$ cat src/rtl/bcd_pkg.sv
// Shared types and constants for the binary-to-BCD converter.
package bcd_pkg;

  localparam int DIGIT_W = 4;

  typedef enum logic [1:0] {
    IDLE = 2'd0,
    CONV = 2'd1,
    DONE = 2'd2
  } bcd_state_e;

  // True when DIGITS decimal digits can hold every WIDTH-bit unsigned value,
  // i.e. 10^digits >= 2^width. Limited to operands below 127 bits.
  function automatic bit bcd_fits(input int digits, input int width);
    logic [127:0] p10;
    logic [127:0] p2;
    p10 = 128'd1;
    for (int i = 0; i < digits; i++) begin
      if (i < 38) begin
        p10 = p10 * 128'd10;
      end else begin
        p10 = p10;
      end
    end
    if (width >= 127) begin
      return 1'b0;
    end else begin
      p2 = 128'd1 << width;
      return (p10 >= p2);
    end
  endfunction

endpackage

$ cat src/rtl/bcd_digit_adj.sv
// Double-dabble digit correction: add 3 to a BCD digit that is 5 or more,
// so that the following left shift carries correctly into the next digit.
module bcd_digit_adj
  import bcd_pkg::*;
(
  input  logic [DIGIT_W-1:0] digit_in,
  output logic [DIGIT_W-1:0] digit_out
);

  // Conditional add-3 correction.
  always_comb begin
    digit_out = digit_in;
    if (digit_in >= 4'd5) begin
      digit_out = digit_in + 4'd3;
    end else begin
      digit_out = digit_in;
    end
  end

endmodule

$ cat src/rtl/bcd_conv_ctrl.sv
// Sequential binary-to-BCD converter (shift-and-add-3). One operand bit is
// consumed per CONV cycle; the result is published only in DONE.
module bcd_conv_ctrl
  import bcd_pkg::*;
#(
  parameter int WIDTH  = 8,
  parameter int DIGITS = 3
) (
  input  logic                       clk,
  input  logic                       rst_n,
  input  logic                       start,
  input  logic [WIDTH-1:0]           bin_in,
  output logic                       busy,
  output logic                       done,
  output logic [DIGIT_W*DIGITS-1:0]  bcd_out
);

  localparam int BCD_W = DIGIT_W * DIGITS;
  localparam int CNT_W = (WIDTH > 1) ? $clog2(WIDTH) : 1;
  localparam logic [CNT_W-1:0] CNT_LAST = CNT_W'(WIDTH - 1);

  if (!bcd_fits(DIGITS, WIDTH)) begin : g_range_err
    $error("bcd_conv_ctrl: DIGITS too small to represent every WIDTH-bit value");
  end

  bcd_state_e         state_r, state_s;
  logic [WIDTH-1:0]   sh_r, sh_s;
  logic [BCD_W-1:0]   acc_r, acc_s, acc_adj_s;
  logic [CNT_W-1:0]   cnt_r, cnt_s;
  logic               busy_r, done_r;
  logic [BCD_W-1:0]   bcd_out_r;

  for (genvar g = 0; g < DIGITS; g++) begin : g_adj
    bcd_digit_adj u_adj (
      .digit_in  (acc_r[g*DIGIT_W +: DIGIT_W]),
      .digit_out (acc_adj_s[g*DIGIT_W +: DIGIT_W])
    );
  end

  // State and datapath registers.
  always_ff @(posedge clk or negedge rst_n) begin
    if (!rst_n) begin
      state_r <= IDLE;
      sh_r    <= '0;
      acc_r   <= '0;
      cnt_r   <= '0;
    end else begin
      state_r <= state_s;
      sh_r    <= sh_s;
      acc_r   <= acc_s;
      cnt_r   <= cnt_s;
    end
  end

  // Next-state and datapath update: latch on start, adjust-then-shift in CONV.
  always_comb begin
    state_s = state_r;
    sh_s    = sh_r;
    acc_s   = acc_r;
    cnt_s   = cnt_r;
    case (state_r)
      IDLE: begin
        if (start) begin
          state_s = CONV;
          sh_s    = bin_in;
          acc_s   = '0;
          cnt_s   = '0;
        end else begin
          state_s = IDLE;
        end
      end
      CONV: begin
        {acc_s, sh_s} = {acc_adj_s, sh_r} << 1'b1;
        if (cnt_r == CNT_LAST) begin
          state_s = DONE;
        end else begin
          cnt_s = cnt_r + CNT_W'(1);
        end
      end
      DONE: begin
        state_s = IDLE;
      end
      default: begin
        state_s = IDLE;
      end
    endcase
  end

  // Registered outputs, aligned with the state they describe; the result
  // register only loads on entry to DONE so partial sums never show.
  always_ff @(posedge clk or negedge rst_n) begin
    if (!rst_n) begin
      busy_r    <= 1'b0;
      done_r    <= 1'b0;
      bcd_out_r <= '0;
    end else begin
      busy_r <= (state_s != IDLE);
      done_r <= (state_s == DONE);
      if (state_s == DONE) begin
        bcd_out_r <= acc_s;
      end else begin
        bcd_out_r <= bcd_out_r;
      end
    end
  end

  assign busy    = busy_r;
  assign done    = done_r;
  assign bcd_out = bcd_out_r;

endmodule

$ cat config.mk
export PLATFORM = sky130hd
export DESIGN_NAME = bcd_conv_ctrl
export DESIGN_NICKNAME = d
export VERILOG_FILES = /design/src/rtl/bcd_pkg.sv /design/src/rtl/bcd_digit_adj.sv /design/src/rtl/bcd_conv_ctrl.sv
export SDC_FILE = /design/constraint.sdc
export NUM_CORES = 1
export LEC_CHECK = 0
export ABC_AREA = 0
export BUFFER_PORTS_ARGS = -buffer_cell sky130_fd_sc_hd__clkbuf_2
export CAP_MARGIN = 10
export CORE_MARGIN = 2
export CORE_UTILIZATION = 41
export DETAILED_ROUTE_END_ITERATION = 8
export GPL_TIMING_DRIVEN = 1
export PLACE_DENSITY_LB_ADDON = 0.12
export SLEW_MARGIN = 0
export SYNTH_ARGS = -nofsm -noshare
export SYNTH_HDL_FRONTEND = slang
export SYNTH_SLANG_ARGS = --single-unit
export TNS_END_PERCENT = 20
$ cat constraint.sdc
create_clock -name clk -period 3.5 [get_ports clk]
set_clock_uncertainty 0.05 [all_clocks]
set_input_delay 0.35 -clock clk [delete_from_list [all_inputs] [get_ports clk]]
set_output_delay 0.35 -clock clk [all_outputs]
set_load 0.01 [all_outputs]
---- Word level (Yosys, flattened, before mapping) ----
Index checks and enable logic that the tools add are counted.
cells by class
  mux-type cells .......................... 13
  eq/ne operators ......................... 5
  add/sub/neg operators ................... 4
  reduce and logical (&&, ||, !) cells .... 5
  order comparisons ....................... 3
operators with widths
  operator               number
  $pmux W12 S2           1
  $pmux W8 S2            1
  $ge A4 B3 Y1 const B   3
  $mux W12               1
  $mux W3                3
  $add A4 B2 Y4 const B  2
  $mux W4                2
  $mux W8                1
  $pmux W3 S2            1
  $ne A2 B2 Y1 const B   2
  $pmux W2 S2            1
  $reduce_bool A2 Y1     2
  $add A3 B1 Y3 const B  1
  $add A3 B2 Y3 const B  1
  $eq A3 B3 Y1 const B   1
  $reduce_and A3 Y1      1
  $eq A2 B1 Y1 const B   1
  $eq A2 B2 Y1 const B   1
  $logic_not A2 Y1       1
  $mux W2                1
  $reduce_and A2 Y1      1
  $mux W1                1
word-level totals
  output and inout port bits .............. 14
  logic and storage cells ................. 37
  register bits after elaboration ......... 39
  bits of input ports ..................... 11

---- Longest topological paths before layout ----
  word-level depth ........................ 4
  gate-level depth with buffers ........... 8
  mapped depth without buffers ............ 6

---- Cells and area by module ----
Synthesis repeated with hierarchy kept, for this count alone.
second synthesis, totals
  cell total of the unflattened synthesis .. 170
  area total of the unflattened synthesis .. 1919.3 sq um
modules (own cells, without submodules)
  module         seq. area each (sq um)  area an instance (sq um)  cells each  times used
  bcd_conv_ctrl  975.9                   1615.3                    122         1
  bcd_digit_adj  0.0                     101.3                     16          3

---- Worst setup path before layout ----
No wires, ideal clock.
  path type ............................... register to register
  start point ............................. reg cnt_r[0]
  end point ............................... reg bcd_out_r[5], in the netlist bcd_out[5]
  cell stages (with the launch flop) ...... 7
  data required time ...................... 3.325 ns
  path slack .............................. 1.890 ns
  setup time .............................. 0.125 ns
  arrival ................................. 1.435 ns
  path buffers ............................ 1
  period minus slack after synthesis ...... 1.610 ns
  cells stage by stage .................... dfrtp_1 ha_1 ha_1 nand2_8 inv_6 buf_6 mux2_4
on the way
  word-level cells in the longest chain between the ends .. 4
ends and longest elaborated chain
  element                 line                  source
  from (decl)             bcd_conv_ctrl.sv:29   logic [CNT_W-1:0] cnt_r, cnt_s;
  from (signal assigned)  bcd_conv_ctrl.sv:51   cnt_r <= cnt_s;
  $eq A3 B3 Y1            bcd_conv_ctrl.sv:74   if (cnt_r == CNT_LAST) begin
  $mux W2                 bcd_conv_ctrl.sv:74
  $pmux W2 S2             bcd_conv_ctrl.sv:61   case (state_r)
  named net state_s[1]    bcd_conv_ctrl.sv:26   bcd_state_e state_r, state_s;
  $eq A2 B2 Y1            bcd_conv_ctrl.sv:99   if (state_s == DONE) begin
  to (signal assigned)    bcd_conv_ctrl.sv:100  bcd_out_r <= acc_s;
  to (signal assigned)    bcd_conv_ctrl.sv:102  bcd_out_r <= bcd_out_r;
  to (decl)               bcd_conv_ctrl.sv:31   logic [BCD_W-1:0] bcd_out_r;
The timed path passes the listed nets, and every way through them passes these cells.
A chain may end at the register's enable or synchronous reset.

---- Worst setup path in the final report ----
  start point ............................. reg state_r[0]
  end point ............................... reg acc_r[4]
on the way
  word-level cells in the longest chain between the ends .. 2
  elaborated cells between the ends (all ways) .. 3
  classes of those cells .................. eq/ne: 1; mux: 1; reduce/logical: 1
ends and longest elaborated chain
  element                                                  line                 source
  from (decl)                                              bcd_conv_ctrl.sv:26
  from (signal assigned)                                   bcd_conv_ctrl.sv:48  state_r <= state_s;
  $eq A2 B1 Y1 / $logic_not A2 Y1 (equally long branches)  bcd_conv_ctrl.sv:61
  $pmux W12 S2 *                                           bcd_conv_ctrl.sv:61
  named net acc_s[4]                                       bcd_conv_ctrl.sv:28  logic [BCD_W-1:0] acc_r, acc_s, acc_adj_s;
  to (signal assigned)                                     bcd_conv_ctrl.sv:50  acc_r <= acc_s;
  to (decl)                                                bcd_conv_ctrl.sv:28
Mark *: on every way through the listed nets, which the timed path passes. The rest lies on a longest branch.

==> reports/metrics.yaml <==
layout:
  syn2layout_area_growth_pct: 14.1
  insertedDiodeCount: 0
  drive_gt1_share_pct: 20.7
  final_area_sq_um: 2140
  nets: 216
global_routing:
  grt_pass1_wl_um: 6400
  grt_overflow: 0
  grt_usage_pct: 16.3
  grt_pass1_vias: 1387
  antenna_found_initial: 0
  grt_max_degree: 40
synth:
  synth_area_sq_um: 1870
  synth_ff_type: "dfrtp_1"
  synth-seq-area-share_pct: 52.1
  syn_nets: 193
  synth.avg_cell_area_sq_um: 10.8
  yosysTopAreaCellShare_pct: 52.1
  ys_top_cells_by_area: "dfrtp_1, ha_1, a22o_1, a21oi_1, o21ai_0"
  synth.distinct_cells: 27
  async_reset_ff_share_pct: 100
  yosys_warnings: 0
  synth-edff-count: 0
  synth_top_cell_by_area: "dfrtp_1"
  synth.most_common_cell: "dfrtp_1"
  netlist_top_cells_count: "dfrtp_1, nand2_1, a21oi_1, o21ai_0, a22o_1"
  netlist_instances: 174
  ys_ff_latch: 39
sta:
  setup_slack_ns: 1.36
  finalSetupViolCount: 0
  timing.hold.ws_ns: 0.150
  hold_violations: 0
  drv_slew: 0
  rsz0062_at_grt: "false"
  post-route-period-util_pct: 61.2
  worst_slew_pin_slew_ns: 1.12
  slew_headroom_pct: 25.5
  setup_tns_ns: 0
  max_freq_mhz: 467
  period_minus_slack_ns: 2.14
floorplan:
  die_area_sq_um: 5130
  initial_core_util_pct: 42.7
  design.portCount: 25
  die_w_um: 71.6
  dieHeight_um: 71.6
  num_rows: 24
  core_region_area_sq_um: 4380
power:
  p_int_mw: 1.32
  combPwrFrac_pct: 39.8
  total_power_mw: 2.07
  seqPwrFrac_pct: 39.0
  leakage_nw: 1.03
  switching_share_pct: 36.6
  vdd_drop_max_v: 0.000341
  clock_power_share_pct: 21.2
  powerDensity_nw_per_um2: 971
  switchingPower_uw: 760
route:
  dr.pass1.iters: 4
  first_iter_violations: 30
  ant_nets: 0
  vias: 1376
  drt_wl_total_um: 3800
  viasPerCell: 5.50
  post-route-drc-count: 0
  wl_per_cell_um: 15.2
setup_path:
  reg2reg_depth: 3
  endpoint_kind: "flip-flop"
  slowest_delay_ns: 0.95
  cp_data_arrival_time_ns: 2.30
  cp_max_fo: 18
  cp_data_required_time_ns: 3.66
  worstReg2RegEnd: "acc_r[4]"
  path_class: "flip-flop to flip-flop"
  worst-r2r-setup-slack_ns: 1.36
  path_cells: "o21bai_1 > inv_1 > o22ai_1"
  crit-reg2reg-launch: "state_r[0]"
  crit_slowest_cell: "o21bai_1"
  start_kind: "flip-flop"
clocking:
  post_cts_resize_count: 0
  clk_pin_slew_ns: 0.08
  root_buffer: "clkbuf_8"
  cts-hold-fix-buffers: 0
  cts.sinks: 39
  post_cts.repair.setup_buffers: 0
  cts_buffers: 5
  clk-insertion-delay-late_ns: 0.29
  cts_tree: "built"
  clk_path_buf_depth: 2
  htree_levels: 2
placement:
  place.gp.congestion: 0.825
  post-place-ws_ns: 1.32
  placed_area_sq_um: 2000
  io_buffers: 24
  hpwl_um: 2690
hold_path:
  holdCritPathClass: "input port to asynchronous set/reset pin"
outcome:
  outcome: "completed"
flow_run:
  drv_cap: 0
## power groups by stage
stage / Combinational, mW / Sequential, mW / Clock [mW]
after floorplan: 0.622 / 0.797 / 0
after global placement: 0.796 / 0.811 / 0
after detailed placement: 0.835 / 0.814 / 0
after CTS: 0.835 / 0.808 / 0.454
after global routing: 0.924 / 0.838 / 0.467
final: 0.826 / 0.809 / 0.440
## per-stage QoR
step,std cells,util [%]
detailed placement,242,45.6
finish,250,48.7
floorplan,174,-
CTS,250,48.7
global placement,242,45.6
global route,250,48.7
## cell usage in the layout (no fill, tap or decap), types with 3 or more instances in the layout
cell type / synthesis / final
ha_1: 8 / 8
clkbuf_8: 0 / 5
nor2_1: 4 / 4
clkbuf_2: 0 / 24
nor2b_1: 9 / 9
a22oi_1: 7 / 7
nand2b_1: 4 / 4
nand2_1: 18 / 18
nor3_1: 4 / 4
a21oi_1: 17 / 17
a22o_1: 10 / 10
mux2_2: 4 / 4
xnor2_1: 3 / 3
dfrtp_1: 39 / 39
o21ai_0: 15 / 15
a31oi_1: 3 / 3
inv_1: 8 / 8
## flip-flops by register name (all words and copies together) (netlist names)
signal	flops
acc_r	12
sh_r	8
done	1
bcd_out	12
cnt_r	3
state_r	2
busy	1
## worst max-delay path: cells and delay by family (launching register included)
family,cells,cell delay [ns]
AOI/OAI and AO/OA,2,1.18
buffers and inverters,1,0.24
DFF,1,0.58
## kinds of logic after synthesis
| logic type | after synthesis | share of synthesized area (%) |
|---|---|---|
| compound gates | 56 | 18.5 |
| mux | 8 | 5.08 |
| simple gates | 43 | 12.4 |
| fa+ha+maj | 8 | 5.34 |
| buf+inv | 17 | 5.14 |
| xor+xnor | 3 | 1.40 |
| flops | 39 | 52.1 |
## final cells by class
type	instances	area, sq um
fillers	398	2250
repair buffers	24	120
well taps	52	65.1
clock buffers	5	68.8
inverters	9	38.8
flip-flops and latches	39	976
multi-input cells	118	801
clock inverters	3	67.6
## metal layers
layer  up-vias  share of wire, %  track usage [%]
met5         -                 0                0
met2        31                47             26.2
li1        657                 -                -
met3         7               4.0             3.94
met4         0               1.7             7.97
met1       681                47             20.7
## how the worst max path moves through the flow
stage,slack [ns],to,depth (start not counted),startpoint
2_1_floorplan,1.89,bcd_out[5],6,cnt_r[0]
3_3_place_gp,1.49,acc_r[0],3,state_r[0]
3_5_place_dp,1.32,acc_r[4],3,state_r[0]
4_1_cts,1.29,acc_r[4],3,state_r[0]
5_1_grt,1.21,acc_r[4],3,state_r[0]
6_report,1.36,acc_r[4],3,state_r[0]
(Power assumes the default switching activity.)
